**config.mk**
```make
export PLATFORM = sky130hd
export DESIGN_NAME = fpu_issue_ctrl
export DESIGN_NICKNAME = d
export VERILOG_FILES = /design/src/rtl/fpu_issue_ctrl.sv
export SDC_FILE = /design/constraint.sdc
export NUM_CORES = 1
export LEC_CHECK = 0
export BUFFER_PORTS_ARGS = -buffer_cell sky130_fd_sc_hd__buf_2
export CAP_MARGIN = 15
export CELL_PAD_IN_SITES_DETAIL_PLACEMENT = 2
export CELL_PAD_IN_SITES_GLOBAL_PLACEMENT = 2
export CORE_ASPECT_RATIO = 0.5
export CORE_MARGIN = 2
export CORE_UTILIZATION = 30
export DETAILED_ROUTE_END_ITERATION = 10
export PLACE_DENSITY_LB_ADDON = 0.1
export REMOVE_ABC_BUFFERS = 1
export SKIP_CTS_REPAIR_TIMING = 1
export SYNTH_ARGS = -nofsm -noshare
export SYNTH_HDL_FRONTEND = slang
export SYNTH_SLANG_ARGS = --single-unit
```
**constraint.sdc**
```tcl
create_clock -name clk -period 3.5 [get_ports clk]
set_input_delay 1.05 -clock clk [delete_from_list [all_inputs] [get_ports clk]]
set_output_delay 1.05 -clock clk [all_outputs]
set_load 0.01 [all_outputs]
```
**src/rtl/fpu_issue_ctrl.sv**
```systemverilog
// Core-side FPU issue controller: accepts one FP instruction, drives the FPU pins until f_ready, owns fflags/frm.
// Optional macro FPU_TIMEOUT_EN aborts a BUSY op after TIMEOUT_CYCLES cycles without f_ready.
module fpu_issue_ctrl #(
  parameter int unsigned TIMEOUT_CYCLES = 64
) (
  input  logic        clk,
  input  logic        n_rst,
  input  logic        req_valid,
  output logic        req_ready,
  input  logic [1:0]  req_op,
  input  logic [4:0]  req_rs1,
  input  logic [4:0]  req_rs2,
  input  logic [4:0]  req_rd,
  input  logic [2:0]  req_rm,
  input  logic [6:0]  req_funct7,
  input  logic [31:0] req_load_data,
  output logic        rsp_valid,
  output logic [31:0] rsp_store_data,
  output logic        rsp_illegal,
  output logic        rsp_timeout,
  input  logic        csr_fflags_we,
  input  logic [4:0]  csr_fflags_wdata,
  input  logic        csr_frm_we,
  input  logic [2:0]  csr_frm_wdata,
  output logic [4:0]  fcsr_fflags,
  output logic [2:0]  fcsr_frm,
  output logic        f_LW,
  output logic        f_SW,
  output logic        f_wen,
  output logic [4:0]  f_rs1,
  output logic [4:0]  f_rs2,
  output logic [4:0]  f_rd,
  output logic [2:0]  frm_in,
  output logic [7:0]  f_funct_7,
  output logic [31:0] dload_ext,
  input  logic [31:0] FPU_all_out,
  input  logic [4:0]  f_flags,
  input  logic [2:0]  f_frm_out,
  input  logic        f_ready
);

  localparam int unsigned OP_W   = 2;
  localparam int unsigned REG_W  = 5;
  localparam int unsigned RM_W   = 3;
  localparam int unsigned DATA_W = 32;
  localparam int unsigned FLG_W  = 5;

  localparam logic [OP_W-1:0] OP_ARITH = 2'b00;
  localparam logic [OP_W-1:0] OP_LOAD  = 2'b01;
  localparam logic [OP_W-1:0] OP_STORE = 2'b10;
  localparam logic [OP_W-1:0] OP_RSVD  = 2'b11;
  localparam logic [RM_W-1:0] RM_DYN   = 3'b111;

  typedef enum logic {S_IDLE = 1'b0, S_BUSY = 1'b1} state_t;

  state_t              r_state;
  state_t              w_nxt_state;
  logic                w_accept;
  logic                w_illegal;
  logic                w_done;
  logic                w_abort;
  logic                w_bad;
  logic                w_to_hit;
  logic [RM_W-1:0]     w_rm_res;

  logic                r_req_ready;
  logic                r_rsp_valid;
  logic                r_rsp_illegal;
  logic                r_rsp_timeout;
  logic [DATA_W-1:0]   r_rsp_store_data;
  logic [FLG_W-1:0]    r_fflags;
  logic [RM_W-1:0]     r_frm;
  logic [OP_W-1:0]     r_op;
  logic                r_f_LW;
  logic                r_f_SW;
  logic                r_f_wen;
  logic [REG_W-1:0]    r_f_rs1;
  logic [REG_W-1:0]    r_f_rs2;
  logic [REG_W-1:0]    r_f_rd;
  logic [RM_W-1:0]     r_frm_in;
  logic [7:0]          r_f_funct_7;
  logic [DATA_W-1:0]   r_dload_ext;

  // Dynamic rounding resolves from the CSR value as it stands in the acceptance cycle.
  assign w_rm_res = (req_rm == RM_DYN) ? r_frm : req_rm;
  assign w_bad    = (req_op == OP_RSVD) || (w_rm_res == 3'b101) ||
                    (w_rm_res == 3'b110) || (w_rm_res == 3'b111);

`ifdef FPU_TIMEOUT_EN
  localparam int unsigned CNT_W = $clog2(TIMEOUT_CYCLES + 1);
  logic [CNT_W-1:0] r_cnt;
  logic [CNT_W-1:0] w_cnt_inc;

  assign w_cnt_inc = r_cnt + CNT_W'(1);
  assign w_to_hit  = (w_cnt_inc == CNT_W'(TIMEOUT_CYCLES));

  // Counts BUSY cycles without f_ready; the cycle that reaches the limit aborts.
  always_ff @(posedge clk or negedge n_rst) begin
    if (!n_rst) begin
      r_cnt <= '0;
    end else if (w_accept) begin
      r_cnt <= '0;
    end else if (r_state == S_BUSY && !f_ready) begin
      r_cnt <= w_cnt_inc;
    end
  end
`else
  logic w_unused_to;
  assign w_to_hit    = 1'b0;
  assign w_unused_to = ^TIMEOUT_CYCLES;
`endif

  logic w_unused_frm;
  assign w_unused_frm = ^f_frm_out;

  always_ff @(posedge clk or negedge n_rst) begin
    if (!n_rst) r_state <= S_IDLE;
    else        r_state <= w_nxt_state;
  end

  always_comb begin
    w_nxt_state = r_state;
    w_accept    = 1'b0;
    w_illegal   = 1'b0;
    w_done      = 1'b0;
    w_abort     = 1'b0;
    case (r_state)
      S_IDLE: begin
        if (req_valid && r_req_ready) begin
          if (w_bad) begin
            w_illegal = 1'b1;
          end else begin
            w_accept    = 1'b1;
            w_nxt_state = S_BUSY;
          end
        end
      end
      S_BUSY: begin
        if (f_ready) begin
          w_done      = 1'b1;
          w_nxt_state = S_IDLE;
        end else if (w_to_hit) begin
          w_abort     = 1'b1;
          w_nxt_state = S_IDLE;
        end
      end
      default: w_nxt_state = S_IDLE;
    endcase
  end

  // Response pulses and FPU pin registers.
  always_ff @(posedge clk or negedge n_rst) begin
    if (!n_rst) begin
      r_req_ready      <= 1'b0;
      r_rsp_valid      <= 1'b0;
      r_rsp_illegal    <= 1'b0;
      r_rsp_timeout    <= 1'b0;
      r_rsp_store_data <= '0;
      r_op             <= OP_ARITH;
      r_f_LW           <= 1'b0;
      r_f_SW           <= 1'b0;
      r_f_wen          <= 1'b0;
      r_f_rs1          <= '0;
      r_f_rs2          <= '0;
      r_f_rd           <= '0;
      r_frm_in         <= '0;
      r_f_funct_7      <= '0;
      r_dload_ext      <= '0;
    end else begin
      r_req_ready   <= (w_nxt_state == S_IDLE);
      r_rsp_valid   <= w_done || w_abort;
      r_rsp_illegal <= w_illegal;
      r_rsp_timeout <= w_abort;
      if (w_accept) begin
        r_op        <= req_op;
        r_f_LW      <= (req_op == OP_LOAD);
        r_f_SW      <= (req_op == OP_STORE);
        r_f_wen     <= (req_op != OP_STORE);
        r_f_rs1     <= req_rs1;
        r_f_rs2     <= req_rs2;
        r_f_rd      <= req_rd;
        r_frm_in    <= w_rm_res;
        r_f_funct_7 <= {1'b0, req_funct7};
        r_dload_ext <= (req_op == OP_LOAD) ? req_load_data : '0;
      end else if (w_done || w_abort) begin
        r_f_LW  <= 1'b0;
        r_f_SW  <= 1'b0;
        r_f_wen <= 1'b0;
      end
      if (w_done && r_op == OP_STORE) begin
        r_rsp_store_data <= FPU_all_out;
      end
    end
  end

  // CSR state: fflags sticky on arith completion, CSR write merges with same-cycle flags.
  always_ff @(posedge clk or negedge n_rst) begin
    if (!n_rst) begin
      r_fflags <= '0;
      r_frm    <= '0;
    end else begin
      if (csr_fflags_we) begin
        r_fflags <= csr_fflags_wdata | ((w_done && r_op == OP_ARITH) ? f_flags : '0);
      end else if (w_done && r_op == OP_ARITH) begin
        r_fflags <= r_fflags | f_flags;
      end
      if (csr_frm_we) begin
        r_frm <= csr_frm_wdata;
      end
    end
  end

  assign req_ready      = r_req_ready;
  assign rsp_valid      = r_rsp_valid;
  assign rsp_illegal    = r_rsp_illegal;
  assign rsp_timeout    = r_rsp_timeout;
  assign rsp_store_data = r_rsp_store_data;
  assign fcsr_fflags    = r_fflags;
  assign fcsr_frm       = r_frm;
  assign f_LW           = r_f_LW;
  assign f_SW           = r_f_SW;
  assign f_wen          = r_f_wen;
  assign f_rs1          = r_f_rs1;
  assign f_rs2          = r_f_rs2;
  assign f_rd           = r_f_rd;
  assign frm_in         = r_frm_in;
  assign f_funct_7      = r_f_funct_7;
  assign dload_ext      = r_dload_ext;

endmodule

```
======== Yosys cells after proc, flatten, opt, wreduce, memory -nomap -nowiden ========
Index checks and enable logic that the tools add are counted.
storage, ports and cells
  memories ................................ 0
  bits in registers ....................... 106
  input bits .............................. 113
  bits in latches ......................... 0
  word-level logic and storage cells ...... 58
  RAM bits ................................ 0
  output and inout bits ................... 105
  ROM bits ................................ 0
cells by class
  order comparisons ....................... 0
  reduce and logical (&&, ||, !) cells .... 9
  shift operators ......................... 0
  eq/ne operators ......................... 9
  $mul .................................... 0
  bitwise operators ....................... 4
  $add $sub $neg .......................... 0
  divide/modulo/power cells ............... 0
  muxes and demuxes ....................... 19
operators by type and width
  kind                                                  number
  two-way mux 32 bit                                    1
  two-way mux 5 bit                                     3
  two-way mux 1 bit                                     13
  equality test 3 bit (second input constant)           4
  OR 5 bit                                              2
  equality test 2 bit (second input constant)           3
  nonzero test 2 bit                                    2
  logical AND 1 bit                                     3
  logical OR 1 bit                                      3
  two-way mux 3 bit                                     1
  equality test 2 x 1 -> 1 bit (second input constant)  1
  zero test 2 bit                                       1
  inequality test 2 bit (second input constant)         1
  NOT 1 bit                                             2
  one-hot mux 1 bit (2 select lines)                    1

======== Logic depth before layout (Yosys ltp) ========
  depth in word-level cells ............... 10
  mapped depth ............................ 6
  depth with buffers taken out ............ 4

======== Worst setup path after synthesis ========
Ideal clock, no wire load.
  kind .................................... input port to flip-flop
  from .................................... input port req_valid
  to ...................................... register r_f_funct_7[1] (netlist: f_funct_7[1])
  cell stages on the path ................. 6
  setup time .............................. 0.125 ns
  data required time ...................... 3.375 ns
  setup slack ............................. 1.053 ns
  path buffers ............................ 2
  data arrival time ....................... 2.321 ns
  cells stage by stage .................... nand2_1 or2_1 buf_6 nor3_4 buf_6 mux2_4
on the way
  word-level cells in the longest chain between the ends .. 3
RTL lines
  what                  RTL line  RTL
  start, declared       8         input logic req_valid,
  logical AND 1 bit     129       if (req_valid && r_req_ready) begin
  two-way mux 1 bit     129
  two-way mux 1 bit     127       case (r_state)
  end signal, assigned  183       r_f_funct_7 <= {1'b0, req_funct7};
  end, declared         81        logic [7:0] r_f_funct_7;
Every way passes these cells.
A chain may end at the register's enable or synchronous reset.

======== Worst setup path after layout ========
  from .................................... input port req_rm[0]
  to ...................................... register r_f_rd[4] (netlist: f_rd[4])
on the way
  word-level cells in the longest chain between the ends .. 9
  elaborated cells between the ends (all ways) .. 11
  those cells by class .................... eq/ne: 4; mux: 4; reduce/logical: 3
RTL lines
  what                            RTL line  RTL
  start, declared                 14        input logic [2:0] req_rm,
  equality test 3 bit             85        assign w_rm_res = (req_rm == RM_DYN) ? r_frm : req_rm;
  two-way mux 3 bit (*)           85
  equality test 3 bit             86        assign w_bad = (req_op == OP_RSVD) || (w_rm_res == 3'b101) ||
  logical OR 1 bit (2 in series)  86
  logical OR 1 bit (*)            87        (w_rm_res == 3'b110) || (w_rm_res == 3'b111);
  two-way mux 1 bit (*)           130       if (w_bad) begin
  two-way mux 1 bit (*)           129
  two-way mux 1 bit (*)           127
  end signal, assigned            181       r_f_rd <= req_rd;
  end, declared                   79        logic [REG_W-1:0] r_f_rd;
Every way passes the cells marked *; elsewhere a longest branch is shown, timed or not.

==> results by stage <==
Floorplan:
- The starting utilization of the core area is 30.79%.
- The initialized floorplan defines 31 standard-cell rows.
- The placeable core region is 14470 sq um.
- The die covers 15900 sq um.
- The count of boundary I/O pins is 218.
- The chip height is 90.16 um.
- The width of the die is 176.3 um.

Synth:
- By area the synthesized netlist is led by sky130_fd_sc_hd__dfrtp_1 60%, sky130_fd_sc_hd__mux2_2 11%, sky130_fd_sc_hd__nand4_1 4.5%, sky130_fd_sc_hd__o21ai_0 4.0%, sky130_fd_sc_hd__nand3_1 3.7%.
- During synthesis, Yosys emitted a total of 0 warnings.
- The most area-hungry cell type in the Yosys netlist is sky130_fd_sc_hd__dfrtp_1.
- Yosys instantiated no cell more often than sky130_fd_sc_hd__dfrtp_1.
- The number of unique standard cell types used by synthesis is 30.
- After synthesis, flip-flops and latches occupy 59.55% of the total area.
- In this run the cell area of the synthesized design comes to 4454 sq um.
- The cell count after synthesis is 372.
- After synthesis, the most frequently instantiated cells are 106 x sky130_fd_sc_hd__dfrtp_1, 42 x sky130_fd_sc_hd__mux2_2, 39 x sky130_fd_sc_hd__nand2_1, 36 x sky130_fd_sc_hd__o21ai_0, 33 x sky130_fd_sc_hd__nand3_1.
- The post-synthesis sequential element count is 106.
- The share of synthesized flip-flops with an asynchronous set or reset is 100.0%.
- The most used flip-flop cell after synthesis is sky130_fd_sc_hd__dfrtp_1.
- Summed over its instances, the top area cell type makes up 59.55% of the synthesized netlist area.
- Averaged over all synthesized cells, the footprint is 11.97 sq um.
- In this run, synthesis inferred 0 flip-flops with an integrated enable.

Timing:
- The final-report max-slew violation count is 0.
- The final critical path takes up 65.77% of the cycle.
- The final hold violation count is 0.
- Once routing completed, OpenROAD measured the worst setup slack at 1.198 ns.
- Based on the critical path, the design can be clocked at up to 434.4 MHz.
- The relative max-transition margin is 46.26%.
- The final total negative setup slack is 0 ns.
- The transition time of the tightest slew-check pin is 0.8060 ns.
- The post-route clock skew is 0.009836 ns.
- After layout, the minimum clock period comes to 2.302 ns.
- Setup repair after global routing left no endpoint under its margin.
- The setup violation total in the final timing report is 0.

Worst setup path:
- The data arrival time of the worst path is 2.53 ns.
- STA classifies the critical path startpoint as an input port.
- The worst setup path is captured at a flop.
- Setup slack on the worst reg-to-reg path comes out at 1.53 ns.
- Along the worst path, the maximum fanout reaches 27.
- The worst setup path is of the in -> reg kind.
- The endpoint required time on the critical path is 3.73 ns.

GRT:
- Entering global routing, the biggest net connects 50 pins.
- Summed over all layers, the global routing overflow is 0.
- The total global-route track usage is 18.00%.
- The initial antenna violation count is 0.
- The first global-routing pass estimated 22.60 mm of wire.
- The number of global-route vias before repair is 4030.

Final layout:
- The finished layout holds 780 standard cells, fillers aside.
- The number of inserted diodes is 0.
- The net count reported at finish is 690.
- The share of final-layout standard cells stronger than drive strength 1 is 50.69%.
- Relative to the synthesized area, the layout overhead comes to 34.72%.
- The final-layout fill cell count is 1595.

Route:
- The vias per cell is 4.790.
- The first routing iteration left 137 violations.
- In the routed design, unresolved DRC markers number 0.
- The remaining antenna violation count is 0.
- Summing over every cut layer, the via total after detailed routing is 3736.
- After detailed routing, the average wire length per cell comes to 17.78 um.
- The number of detailed-routing iterations run before antenna repair is 4.
- Summed over all layers, the routed wires come to 13.87 mm.

Power and ir drop:
- For this design the ratio of total power to cell area is 786.3 nW/um^2.
- The maximum ir drop on the vdd rail is 0.2000 mV.
- Summing internal, switching and leakage power gives 4.718 mW.
- Summed over all cells, the static leakage comes to 2.968 nW.

Clock network:
- The maximum root-to-sink buffer count is 2.
- The H-tree was split into 3 levels.
- CTS placed an instance of sky130_fd_sc_hd__clkbuf_16 at the clock tree root.
- The number of clock buffers inserted by TritonCTS is 9.
- The clock edge transition at the registers on the reported setup and hold paths is 0.08 ns.
- The TritonCTS sink count is 106.
- The latest clock arrival within the worst-skew pair is 0.34 ns.
- The CTS tree is built.

Job:
- Max-cap violations in this run came to 0.

Place:
- The post-place setup slack is 0.8063 ns.
- The total of buffers placed on input and output ports is 212.
- After detailed placement, the design holds a cell count of 764.
- After legalization and detailed placement, the total HPWL measured 9.808 mm.
- At the end of routability-driven placement, the weighted congestion stood at 0.7261.

Worst hold path:
- The kind of path behind the tightest hold check is reg -> reg.

Outcome:
- The flow ran to the end, and the final reports show no timing, DRC or antenna violations.
## final cells by class
class	instances	area (sq um)	share of cell area, %
clock buffers	10	229.0	3.816
repair buffers	221	1144	19.06
clock inverters	6	56.30	0.9383
flip-flops and latches	106	2653	44.20
inverters	6	22.52	0.3753
multi-input cells	233	1649	27.48
well taps	198	247.7	4.128
## final timing paths
check / start / to / cells past startpoint
setup reg to reg: fcsr_frm[1] / f_rd[4] / 5
min in group asynchronous: n_rst / f_funct_7[4] / 1
setup / recovery: req_rm[0] / f_rd[4] / 6
hold reg to reg: f_rs1[0] / f_rs1[0] / 1
max in group asynchronous: n_rst / rsp_store_data[15] / 2
hold / removal: f_rs1[0] / f_rs1[0] / 1
## layer usage
layer	GRT usage, %	part of all wire (%)	up-vias
li1	-	-	1738
met1	23.31	44	1879
met2	30.85	50	113
met3	4.611	5.9	6
met4	2.961	0.54	0
met5	0	0	-
## critical path, stage by stage
cell	delay, ns
sky130_fd_sc_hd__buf_2	0.15
sky130_fd_sc_hd__o21ai_2	0.21
sky130_fd_sc_hd__a31oi_4	0.12
sky130_fd_sc_hd__nor3_4	0.21
sky130_fd_sc_hd__buf_4	0.39
sky130_fd_sc_hd__mux2_2	0.38
## per-stage QoR
stage                     utilization (%)  instance area (sq um)  hold WS, ns
after global routing                41.48                   6001       0.5018
final                               41.48                   6001       0.4866
after floorplan                         -                   4319       0.4766
after global placement              39.51                   5715       0.4649
after detailed placement            39.51                   5715       0.4739
after CTS                           41.48                   6001       0.4908
## kinds of logic (layout without fill, tap and decap cells)
family                 Yosys count  in the layout  share of synthesized area [%]
AO/OA/AOI/OAI                   51             51                          7.079
buffers and inverters           34            243                          3.623
flip-flops                     106            106                          59.55
multiplexers                    60             60                          15.93
other                            1              2                        0.08419
AND/OR/NAND/NOR                120            120                          13.74
## cells in the final DEF (no fill, tap or decap)
master and instances:
sky130_fd_sc_hd__o21a_1 2, sky130_fd_sc_hd__clkbuf_1 1, sky130_fd_sc_hd__nor3_4 1, sky130_fd_sc_hd__nand4_1 32
sky130_fd_sc_hd__inv_6 2, sky130_fd_sc_hd__nor2_2 1, sky130_fd_sc_hd__a31oi_4 1, sky130_fd_sc_hd__nor2b_1 5
sky130_fd_sc_hd__buf_2 211, sky130_fd_sc_hd__clkinvlp_4 1, sky130_fd_sc_hd__o21ai_0 36, sky130_fd_sc_hd__o21ai_2 2
sky130_fd_sc_hd__mux2i_1 3, sky130_fd_sc_hd__a31o_2 1, sky130_fd_sc_hd__nor2_1 2, sky130_fd_sc_hd__or3_1 1
sky130_fd_sc_hd__mux2_2 42, sky130_fd_sc_hd__clkbuf_16 9, sky130_fd_sc_hd__nor2b_2 1, sky130_fd_sc_hd__inv_8 2
sky130_fd_sc_hd__clkinv_4 1, sky130_fd_sc_hd__mux2_1 5, sky130_fd_sc_hd__buf_12 1, sky130_fd_sc_hd__dfrtp_1 106
sky130_fd_sc_hd__or2_1 1, sky130_fd_sc_hd__nor3_1 2, sky130_fd_sc_hd__inv_1 6, sky130_fd_sc_hd__nand2_1 39
sky130_fd_sc_hd__a221o_1 5, sky130_fd_sc_hd__and2_1 2, sky130_fd_sc_hd__conb_1 2, sky130_fd_sc_hd__nand3_1 33
sky130_fd_sc_hd__a21oi_1 3, sky130_fd_sc_hd__a21o_1 1, sky130_fd_sc_hd__buf_4 9, sky130_fd_sc_hd__mux2_4 10
## state kept, by name, indices dropped and copies added, names as in the netlist
| name | cells |
|---|---|
| rsp_illegal | 1 |
| fcsr_fflags | 5 |
| f_rd | 5 |
| r_op | 2 |
| f_SW | 1 |
| f_rs1 | 5 |
| f_funct_7 | 7 |
| rsp_store_data | 32 |
| rsp_valid | 1 |
| dload_ext | 32 |
| f_LW | 1 |
| f_wen | 1 |
| req_ready | 1 |
| f_rs2 | 5 |
| r_state | 1 |
| fcsr_frm | 3 |
| frm_in | 3 |
## power breakdown
| group | internal, mW | switching, mW |
|---|---|---|
| registers | 1.75 | 0.302 |
| logic | 0.793 | 0.881 |
| clock network | 0.501 | 0.489 |
Power figures use the tool's default switching activity.
